[src/rtl/daq_pkg.sv]
// Shared types and constants for the ADC frame register file.
// Latency: n/a (declarations only).
// Backpressure: n/a.
package daq_pkg;

  // Frame assembler states: waiting for a frame start, or mid-frame.
  typedef enum logic {
    IDLE    = 1'b0,
    COLLECT = 1'b1
  } fsm_state_t;

  // Encoding of mode_i, sampled alongside frame_start_i.
  localparam logic MODE_RREG = 1'b0;
  localparam logic MODE_CONV = 1'b1;

endpackage

[src/rtl/en_register.sv]
// Enabled storage register with synchronous active-low clear.
// Latency: q follows d one cycle after an enabled edge.
// Backpressure: none; enable alone decides when d is captured.
//
// Ports: clock_i/reset_ni clock and sync reset, enable capture strobe,
//        d next value, q stored value.
module en_register #(
  parameter int WIDTH = 8
) (
  input  logic             clock_i,
  input  logic             reset_ni,
  input  logic             enable,
  input  logic [WIDTH-1:0] d,
  output logic [WIDTH-1:0] q
);

  always_ff @(posedge clock_i) begin
    if (!reset_ni) begin
      q <= '0;
    end else if (enable) begin
      q <= d;
    end
  end

endmodule

[src/rtl/frame_assembler.sv]
// Collects byte-serial conversion frames into an assembly buffer; flags RREG bytes.
// Latency: frame_done/frame_data are combinational in the cycle of the final byte.
// Backpressure: none; every valid byte is consumed in the cycle it arrives.
//
// Ports: clock_i/reset_ni clock and sync reset; byte_i/byte_valid_i/frame_start_i/mode_i
//        incoming byte stream; frame_done + frame_data completed frame (final byte
//        merged in); rreg_strobe RREG byte present; frame_abort partial frame discarded.
module frame_assembler
  import daq_pkg::*;
#(
  parameter int REG_WIDTH        = 8,
  parameter int BYTES_PER_SAMPLE = 3,
  parameter int CHANNEL_COUNT    = 4
) (
  input  logic                                clock_i,
  input  logic                                reset_ni,
  input  logic [REG_WIDTH-1:0]                byte_i,
  input  logic                                byte_valid_i,
  input  logic                                frame_start_i,
  input  logic                                mode_i,
  output logic                                frame_done,
  output logic [CHANNEL_COUNT*BYTES_PER_SAMPLE*REG_WIDTH-1:0] frame_data,
  output logic                                rreg_strobe,
  output logic                                frame_abort
);

  localparam int FRAME_BYTES = CHANNEL_COUNT * BYTES_PER_SAMPLE;
  localparam int FRAME_W     = FRAME_BYTES * REG_WIDTH;
  localparam int CNT_W       = $clog2(FRAME_BYTES + 1);

  fsm_state_t         state_q, state_d;
  logic [CNT_W-1:0]   count_q, count_d;
  logic [FRAME_W-1:0] asm_q, asm_d;
  logic               start;
  logic               conv_start;
  logic               store;
  logic [CNT_W-1:0]   k;
  int                 slot;

  always_comb begin
    start       = byte_valid_i & frame_start_i;
    conv_start  = start & (mode_i == MODE_CONV);
    rreg_strobe = start & (mode_i == MODE_RREG);
    // A start while mid-frame throws the partial frame away, then is
    // handled exactly like a start seen from IDLE.
    frame_abort = start & (state_q == COLLECT);
    store       = conv_start | (byte_valid_i & ~frame_start_i & (state_q == COLLECT));
    k           = start ? '0 : count_q;
    // Samples arrive MSB first, so byte k lands in the top slot of its
    // channel first and walks down towards slot 0 (the LSB byte).
    slot = (int'(k) / BYTES_PER_SAMPLE) * BYTES_PER_SAMPLE
         + (BYTES_PER_SAMPLE - 1) - (int'(k) % BYTES_PER_SAMPLE);

    asm_d      = asm_q;
    frame_done = 1'b0;
    state_d    = state_q;
    count_d    = count_q;

    if (store) begin
      for (int p = 0; p < FRAME_BYTES; p++) begin
        if (p == slot) begin
          asm_d[p*REG_WIDTH +: REG_WIDTH] = byte_i;
        end
      end
      if (k == CNT_W'(FRAME_BYTES - 1)) begin
        frame_done = 1'b1;
        state_d    = IDLE;
        count_d    = '0;
      end else begin
        state_d = COLLECT;
        count_d = k + 1'b1;
      end
    end else if (rreg_strobe) begin
      state_d = IDLE;
      count_d = '0;
    end
  end

  // The final byte is merged before the register, so the top can load the
  // whole frame on the same edge that accepts that byte.
  assign frame_data = asm_d;

  always_ff @(posedge clock_i) begin
    if (!reset_ni) begin
      state_q <= IDLE;
      count_q <= '0;
      asm_q   <= '0;
    end else begin
      state_q <= state_d;
      count_q <= count_d;
      asm_q   <= asm_d;
    end
  end

endmodule

[src/rtl/adc_frame_regfile.sv]
// Assembles ADC read-back bytes into an RREG register and double-buffered sample frames.
// Latency: rreg/error/overrun one cycle after the byte; sample_valid_o one cycle after the final byte.
// Backpressure: valid/ready on samples; a frame completing into a held buffer is dropped (sticky overrun).
//
// Ports: clock_i/reset_ni clock and sync active-low reset; byte_i/byte_valid_i/frame_start_i/mode_i
//        byte stream from the SPI engine; rreg_o/rreg_valid_o last RREG byte and update pulse;
//        sample_o/sample_valid_o/sample_ready_i frame output handshake; overrun_o/clear_overrun_i
//        sticky drop flag; frame_error_o aborted-frame pulse.
module adc_frame_regfile
  import daq_pkg::*;
#(
  parameter int REG_WIDTH        = 8,
  parameter int BYTES_PER_SAMPLE = 3,
  parameter int CHANNEL_COUNT    = 4,
  localparam int SAMPLE_WIDTH    = BYTES_PER_SAMPLE * REG_WIDTH,
  localparam int FRAME_BYTES     = CHANNEL_COUNT * BYTES_PER_SAMPLE
) (
  input  logic                                  clock_i,
  input  logic                                  reset_ni,
  input  logic [REG_WIDTH-1:0]                  byte_i,
  input  logic                                  byte_valid_i,
  input  logic                                  frame_start_i,
  input  logic                                  mode_i,
  output logic [REG_WIDTH-1:0]                  rreg_o,
  output logic                                  rreg_valid_o,
  output logic [CHANNEL_COUNT*SAMPLE_WIDTH-1:0] sample_o,
  output logic                                  sample_valid_o,
  input  logic                                  sample_ready_i,
  output logic                                  overrun_o,
  input  logic                                  clear_overrun_i,
  output logic                                  frame_error_o
);

  logic                              frame_done;
  logic [FRAME_BYTES*REG_WIDTH-1:0]  frame_data;
  logic                              rreg_strobe;
  logic                              frame_abort;
  logic                              buf_free;
  logic                              load;
  logic                              drop;

  frame_assembler #(
    .REG_WIDTH        (REG_WIDTH),
    .BYTES_PER_SAMPLE (BYTES_PER_SAMPLE),
    .CHANNEL_COUNT    (CHANNEL_COUNT)
  ) u_assembler (
    .clock_i       (clock_i),
    .reset_ni      (reset_ni),
    .byte_i        (byte_i),
    .byte_valid_i  (byte_valid_i),
    .frame_start_i (frame_start_i),
    .mode_i        (mode_i),
    .frame_done    (frame_done),
    .frame_data    (frame_data),
    .rreg_strobe   (rreg_strobe),
    .frame_abort   (frame_abort)
  );

  // The buffer may be overwritten if empty, or if its frame leaves this
  // same cycle; that keeps back-to-back frames bubble-free with ready high.
  assign buf_free = ~sample_valid_o | sample_ready_i;
  assign load     = frame_done & buf_free;
  assign drop     = frame_done & ~buf_free;

  en_register #(
    .WIDTH (CHANNEL_COUNT * SAMPLE_WIDTH)
  ) u_sample_buf (
    .clock_i  (clock_i),
    .reset_ni (reset_ni),
    .enable   (load),
    .d        (frame_data),
    .q        (sample_o)
  );

  always_ff @(posedge clock_i) begin
    if (!reset_ni) begin
      sample_valid_o <= 1'b0;
      overrun_o      <= 1'b0;
      rreg_o         <= '0;
      rreg_valid_o   <= 1'b0;
      frame_error_o  <= 1'b0;
    end else begin
      if (load) begin
        sample_valid_o <= 1'b1;
      end else if (sample_valid_o & sample_ready_i) begin
        sample_valid_o <= 1'b0;
      end

      // A drop in the same cycle as a clear request wins, so no overrun
      // event can be silently lost.
      if (drop) begin
        overrun_o <= 1'b1;
      end else if (clear_overrun_i) begin
        overrun_o <= 1'b0;
      end

      if (rreg_strobe) begin
        rreg_o <= byte_i;
      end
      rreg_valid_o  <= rreg_strobe;
      frame_error_o <= frame_abort;
    end
  end

endmodule
[config.mk]
export PLATFORM = sky130hd
export DESIGN_NAME = adc_frame_regfile
export DESIGN_NICKNAME = d
export VERILOG_FILES = /design/src/rtl/daq_pkg.sv /design/src/rtl/en_register.sv /design/src/rtl/frame_assembler.sv /design/src/rtl/adc_frame_regfile.sv
export SDC_FILE = /design/constraint.sdc
export NUM_CORES = 1
export LEC_CHECK = 0
export BUFFER_PORTS_ARGS = -buffer_cell sky130_fd_sc_hd__buf_2
export CORE_UTILIZATION = 56
export CTS_CLUSTER_SIZE = 16
export DETAILED_ROUTE_END_ITERATION = 7
export PLACE_DENSITY = 0.76
export REMOVE_ABC_BUFFERS = 1
export SLEW_MARGIN = 20
export SYNTH_ARGS = -nofsm -noshare
export SYNTH_HDL_FRONTEND = slang
export SYNTH_SLANG_ARGS = --single-unit
[constraint.sdc]
create_clock -name clock_i -period 7.5 [get_ports clock_i]
set_input_delay 1.125 -clock clock_i [delete_from_list [all_inputs] [get_ports clock_i]]
set_output_delay 1.125 -clock clock_i [all_outputs]
set_load 0.005 [all_outputs]
==> metrics.cfg, run 1 <==
[run_status]
status = completed

[logic_synthesis]
post_synth.cell_area_avg_um2 = 8.90
synthXorXnorAreaFrac_pct = 0.641
synth_adder_area_share_pct = 2.12
synth_top_cell_by_area = dfxtp_1
syn_area_um2 = 9560
dominantRegCellSynth = dfxtp_1
synth-compound-area-share_pct = 26.0
synthSimpleGateAreaFrac_pct = 16.1
synth.ff_latch_count = 209
ys_top_cells_by_area = dfxtp_1, o21ai_0, mux2i_1, nand2_1, nand4_1
synth.lib_cells_used.distinct = 66
gate_count_of_the_mapped_netlist = 1075
synth_top_family_by_area = compound AO/OA/AOI/OAI gates
synth-async-reset-ratio_pct = 0
yosys-mux-area-fraction_pct = 6.07
netlist.area_leader.share_pct = 43.8
yosysWarnings = 0
yosysSeqAreaShare_pct = 43.8
number_of_flops_mapped_to_enable_cells_by_yosys = 0

[clocking]
cts.path.max_buffers = 3
cts-htree-levels = 1
clkTransAtPathRegs_ns = 0.06
post-cts-setup-buffers = 0
clock_tree_root_buffer_cell = clkbuf_16
cts_sink_cnt = 209
tritoncts = done
clk-insertion-delay-late_ns = 0.52
cts_hold_repair.buffers = 0
post_cts_resize_count = 0
numCtsBuffers = 22

[cells_and_area]
seq_area_um2 = 4180
finish.instance_area_um2 = 11000
instances_no_fill = 1383
multi_input_area_um2 = 4900
finish.net_count = 1180
final_cell_mix = dfxtp_1, o21ai_0, buf_2, nand2_1, mux2i_1
final.fill_count = 1409
synthToLayoutAreaGrowth_pct = 14.6
insertedDiodeCount = 0
layout_cells_sized_above_1_pct = 18.2
layout.cells.most_common = dfxtp_1

[drt]
avgRoutedWirePerCell_um = 17.5
antenna_left = 0
wl_um = 24200
drt_pre_antenna_iters = 7
routed_via_density = 6.14
drc = 0
detailroute.via_count = 8488
drt_first_iter_violations = 755

[grt]
grt_util_all_layers_pct = 26.9
antenna_found_initial = 0
grt_start_max_net_pins = 129
grt_pass1_vias = 7555
grt_first_pass_wirelength_um = 39000
grt.overflow.total = 0

[floorplanning]
start_util_pct = 57.5
std_cell_rows = 47
floorplan.die.width_um = 133
ioPinCount = 123
core_area_um2 = 16600
die_area_um2 = 17600
die_h_um = 133

[placed_design]
hpwl_um = 15400
place_inst = 1346
place.port_buffers = 122
place_worst_setup_slack_ns = 0.465
place_area_um2 = 10200
gpl.final_weighted_congestion = 0.905

[worst_setup_path]
critPathArrivalTime_ns = 6.97
critPathMaxFanout = 88
crit_path_end_kind = flip-flop
setup.worst_path.class = primary input to flip-flop
crit_path_frequent_cell = ha_1
worstPathRequired_ns = 7.93
critPathLaunchType = primary input
critical-path-slowest-cell = mux2_4
path_cells = buf_2 -> a21bo_2 -> ha_1 -> and3b_4 -> or2_4 -> a21oi_2 -> xnor2_1 -> ha_1 -> o21bai_2 -> nor2_1 -> mux2_2 -> fa_1 -> inv_1 -> ha_1 -> a311o_1 -> a41o_1 -> o32ai_4 -> mux2_4 -> nor2_2 -> mux2i_1
largest_stage_delay_on_the_critical_path_ns = 0.64

[sta]
timing.final.hold_violations = 0
timing.final.ws_setup_ns = 0.963
final_period_minus_worst_setup_slack_ns = 6.54
fmax_mhz = 153
rsz_0062_raised_after_global_routing = no
worstMarginPinSlew_ns = 0.925
post-route-period-util_pct = 87.2
fin_setup_tns_ns = 0
slew_headroom_pct = 38.4
timing_max_transition_violations_final = 0
worst_clock_skew_ns = 0.0309
setup_violations = 0

[power]
power_density_nw_per_um2 = 210
total_power_mw = 2.30
power.leakage_nw = 4.56
vdd.ir_drop.worst_uv = 156

[min_path]
min-delay-path-class = flip-flop to flip-flop

[job]
drv.max_cap_violation_count = 0

worst paths after layout:
path                            slack [ns]                    from              endpoint  cells past startpoint
worst max-delay path                  0.96            byte_valid_i  u_assembler.asm_q[3]                     20
worst min-delay path                  0.46    u_assembler.asm_q[7]  u_assembler.asm_q[7]                      2
worst max register to register        1.30  u_assembler.count_q[2]  u_assembler.asm_q[3]                     19
worst min register to register        0.46    u_assembler.asm_q[7]  u_assembler.asm_q[7]                      2
flip-flops by register name, indices dropped and copies added (netlist names):
name / flops
u_sample_buf.q: 96
u_assembler.asm_q: 96
frame_error_o: 1
sample_valid_o: 1
rreg_o: 8
overrun_o: 1
rreg_valid_o: 1
u_assembler.state_q: 1
u_assembler.count_q: 4
cell type report:
class	count	share of cell area, %
Multi-Input combinational cell	751	44.7
Sequential cell	209	38.2
Timing Repair Buffer	144	7.13
Clock buffer	28	5.68
Tap cell	220	2.51
Clock inverter	9	1.02
Inverter	22	0.799
metrics by stage:
stage / util [%] / hold WS, ns
6_report: 65.9 / 0.456
5_1_grt: 65.9 / 0.467
4_1_cts: 65.8 / 0.456
3_5_place_dp: 61.4 / 0.444
3_3_place_gp: 61.4 / 0.439
2_1_floorplan: - / 0.431
critical path: cells and delay by family:
family          cells  cell delay, ns
xor+xnor            1            0.14
simple gates        4            1.20
mux                 3            1.30
compound gates      6            1.74
buf+inv             2            0.17
fa+ha+maj           4            1.28
synth_stat cells (4+ instances only):
cell type and number:
o21ai_1 7, a211oi_1 16, a311oi_1 16, nand3_1 6, nand2b_1 36, dfxtp_1 209, a21boi_1 16, a21oi_1 30
buf_1 5, nand2_2 4, a21boi_0 37, o311ai_0 32, inv_1 20, buf_6 5, clkbuf_1 64, nor3_1 35
nand2_1 90, and3_1 5, a31oi_1 45, nor2_1 46, mux2i_1 54, clkbuf_2 4, ha_1 13, nand4_1 53
and2_1 7, buf_2 12, xnor2_1 5, nor2b_1 4, o31a_1 20, o21ai_0 128
routing by layer:
layer / vias up / track usage, % / wire length, um
met4: 0 / 7.85 / 442
met5: - / 0 / 0
met2: 251 / 42.4 / 11200
met1: 4071 / 38.4 / 11300
li1: 4129 / - / -
met3: 37 / 3.79 / 1290
kinds of logic after synthesis:
| family | after synthesis |
|---|---|
| and+or+nand+nor | 301 |
| AOI/OAI and AO/OA | 371 |
| xor gates and xnor gates | 7 |
| muxes | 57 |
| adders and majority gates | 15 |
| DFF | 209 |
| buffers and inverters | 115 |
report_power, final:
| group | switching (mW) | internal, mW | leakage [nW] |
|---|---|---|---|
| clock network | 0.438 | 0.655 | 0.359 |
| logic | 0.0677 | 0.0234 | 2.52 |
| registers | 0.00227 | 1.11 | 1.68 |
Note: power is estimated with default switching activity, not from simulation.
==> run 2: changes to the inputs <==
--- a/config.mk
+++ b/config.mk
@@ -10,6 +10,7 @@
 export CTS_CLUSTER_SIZE = 16
 export DETAILED_ROUTE_END_ITERATION = 7
 export PLACE_DENSITY = 0.76
+export RECOVER_POWER = 50
 export REMOVE_ABC_BUFFERS = 1
 export SLEW_MARGIN = 20
 export SYNTH_ARGS = -nofsm -noshare
==> constraint.sdc (replaced) <==
create_clock -name clock_i -period 6.8 [get_ports clock_i]
set_input_delay 1.02 -clock clock_i [delete_from_list [all_inputs] [get_ports clock_i]]
set_output_delay 1.02 -clock clock_i [all_outputs]
set_load 0.005 [all_outputs]
==> run 2 against run 1 <==
  * The flow now finishes with violations (capacitance limit, slew limit)
  * Sequential power is 9.8% higher
  * Worst hold slack is essentially flat
  * Clock power up 18%
  * Clock skew shrank 0.013 ns
  * Critical endpoint is now u_assembler.asm_q[64]
  * Largest cell class unchanged
==> metrics.cfg, run 2 (synthesis gave the netlist of run 1 again) <==
[floorplanning]
floorplan.die.width_um = 133
start_util_pct = 57.5
core_area_um2 = 16600
std_cell_rows = 47
ioPinCount = 123
die_area_um2 = 17600
die_h_um = 133

[clocking]
cts_hold_repair.buffers = 0
tritoncts = done
cts-htree-levels = 1
numCtsBuffers = 22
clk-insertion-delay-late_ns = 0.51
clkTransAtPathRegs_ns = 0.06
clock_tree_root_buffer_cell = clkbuf_16
post_cts_resize_count = 0
post-cts-setup-buffers = 0
cts_sink_cnt = 209
cts.path.max_buffers = 3

[sta]
rsz_0062_raised_after_global_routing = no
setup_violations = 0
worst_clock_skew_ns = 0.0183
fmax_mhz = 156
timing.final.ws_setup_ns = 0.410
timing.final.hold_violations = 0
worstMarginPinSlew_ns = 3.93
slew_headroom_pct = -162
final_period_minus_worst_setup_slack_ns = 6.39
timing_max_transition_violations_final = 104
post-route-period-util_pct = 94.0

[drt]
avgRoutedWirePerCell_um = 17.6
antenna_left = 0
detailroute.via_count = 8473
wl_um = 24400
drt_pre_antenna_iters = 5
routed_via_density = 6.12
drc = 0
drt_first_iter_violations = 775

[grt]
antenna_found_initial = 0
grt_first_pass_wirelength_um = 39800
grt_start_max_net_pins = 115
grt_util_all_layers_pct = 27.3
grt_pass1_vias = 7804
grt.overflow.total = 0

[worst_setup_path]
largest_stage_delay_on_the_critical_path_ns = 0.64
crit_path_end_kind = flip-flop
worstReg2RegStart = u_assembler.count_q[2]
setup.worst_path.class = primary input to flip-flop
critPathArrivalTime_ns = 6.73
critical-path-slowest-cell = clkbuf_4
crit_path_frequent_cell = ha_1
regToRegSetupSlack_ns = 0.65
timing.reg2reg.worst_path_depth = 20
critPathLaunchType = primary input
path_cells = buf_2 -> nand2_1 -> and2_0 -> ha_1 -> and3b_4 -> or2_4 -> a21oi_2 -> xnor2_1 -> ha_1 -> o21bai_2 -> nor2_1 -> mux2_1 -> fa_1 -> inv_1 -> ha_1 -> a311o_1 -> a41o_1 -> o32ai_4 -> xnor2_2 -> clkbuf_4 -> nand2_2 -> mux2i_1
rr_endpoint = u_assembler.asm_q[64]
worstPathRequired_ns = 7.14
critPathMaxFanout = 68

[cells_and_area]
synthToLayoutAreaGrowth_pct = 14.9
finish.instance_area_um2 = 11000
final.fill_count = 1390
seq_area_um2 = 4180
layout_cells_sized_above_1_pct = 15.5
final_cell_mix = dfxtp_1, o21ai_0, buf_2, nand2_1, mux2i_1
insertedDiodeCount = 0
reg.largest.list = u_assembler.asm_q x96, u_sample_buf.q x96, rreg_o x8
finish.net_count = 1179
layout.cells.most_common = dfxtp_1
multi_input_area_um2 = 4890

[run_status]
status = complete, but fails checks
violations = capacitance limit, slew limit

[placed_design]
place_area_um2 = 10300
gpl.final_weighted_congestion = 0.889
place.port_buffers = 122
place_worst_setup_slack_ns = 0.0856
hpwl_um = 15500

[min_path]
min_path_cells = 2
hold-path-endpoint = u_assembler.asm_q[32]
timing.hold.worst.start = u_assembler.asm_q[32]
min-delay-path-class = flip-flop to flip-flop

[power]
power_density_nw_per_um2 = 239
power.leakage_nw = 4.46
total_power_mw = 2.63
sequentialPowerShare_pct = 46.9
cellInternalPower_mw = 2.05
switching_power_uw = 577
vdd.ir_drop.worst_uv = 185
combinationalPowerShare_pct = 3.9
swShare_pct = 22.0
clock_power_share_pct = 49.2

[job]
drv.max_cap_violation_count = 1

[run 2: cell count changes in the layout (fill, tap and decap cells not counted), moves of 2 or more]
cell,change
clkbuf_1,+31
buf_2,-29
and2_0,+2
clkbuf_8,+4
clkinvlp_4,-2
buf_4,-5
and2_1,-2
buf_12,+2
[run 2: metrics by stage]
step	hold slack, ns	setup TNS [ns]	util (%)	instances
5_1_grt	0.479	0	66.0	1385
6_report	0.456	0	66.0	1385
4_1_cts	0.456	0	66.4	1385
2_1_floorplan	0.431	-105.13	-	982
3_3_place_gp	0.440	0	61.6	1345
3_5_place_dp	0.445	0	61.6	1345
[run 2: power by group through the flow]
stage	registers, mW	logic [mW]	clock network (mW)
final	1.23	0.102	1.29
after global routing	1.23	0.111	1.36
after CTS	1.23	0.101	1.30
after detailed placement	1.26	0.101	0
after global placement	1.26	0.100	0
after floorplan	1.26	0.0481	0
[run 2: worst max-delay path by stage]
| stage | from | depth (start not counted) | end |
|---|---|---|---|
| global placement | frame_start_i | 21 | u_assembler.asm_q[32] |
| detailed placement | frame_start_i | 21 | u_assembler.asm_q[3] |
| finish | frame_start_i | 22 | u_assembler.asm_q[64] |
| CTS | frame_start_i | 21 | u_assembler.asm_q[3] |
| floorplan | byte_valid_i | 20 | u_assembler.asm_q[64] |
| global route | frame_start_i | 22 | u_assembler.asm_q[64] |
[run 2: worst max-delay path: cells and delay by family]
kind | cells | cell delay [ns]
and+or+nand+nor | 6 | 1.30
AOI/OAI and AO/OA | 5 | 1.40
muxes | 2 | 0.59
adders and majority gates | 4 | 1.27
xor gates and xnor gates | 2 | 0.30
buffers and inverters | 3 | 0.83
[run 2: area by class of cell]
class	instances	share of cell area (%)
inverters	22	0.797
flip-flops and latches	209	38.1
multi-input cells	751	44.5
clock buffers	33	6.40
clock inverters	7	0.831
well taps	220	2.51
repair buffers	143	6.85
[run 2: layer usage]
| metal | vias up | wire, um | global-route usage (%) |
|---|---|---|---|
| li1 | 4131 | - | - |
| met1 | 4043 | 11100 | 38.1 |
| met2 | 272 | 11300 | 44.2 |
| met3 | 27 | 1540 | 4.14 |
| met4 | 0 | 433 | 7.02 |
| met5 | - | 0 | 0 |
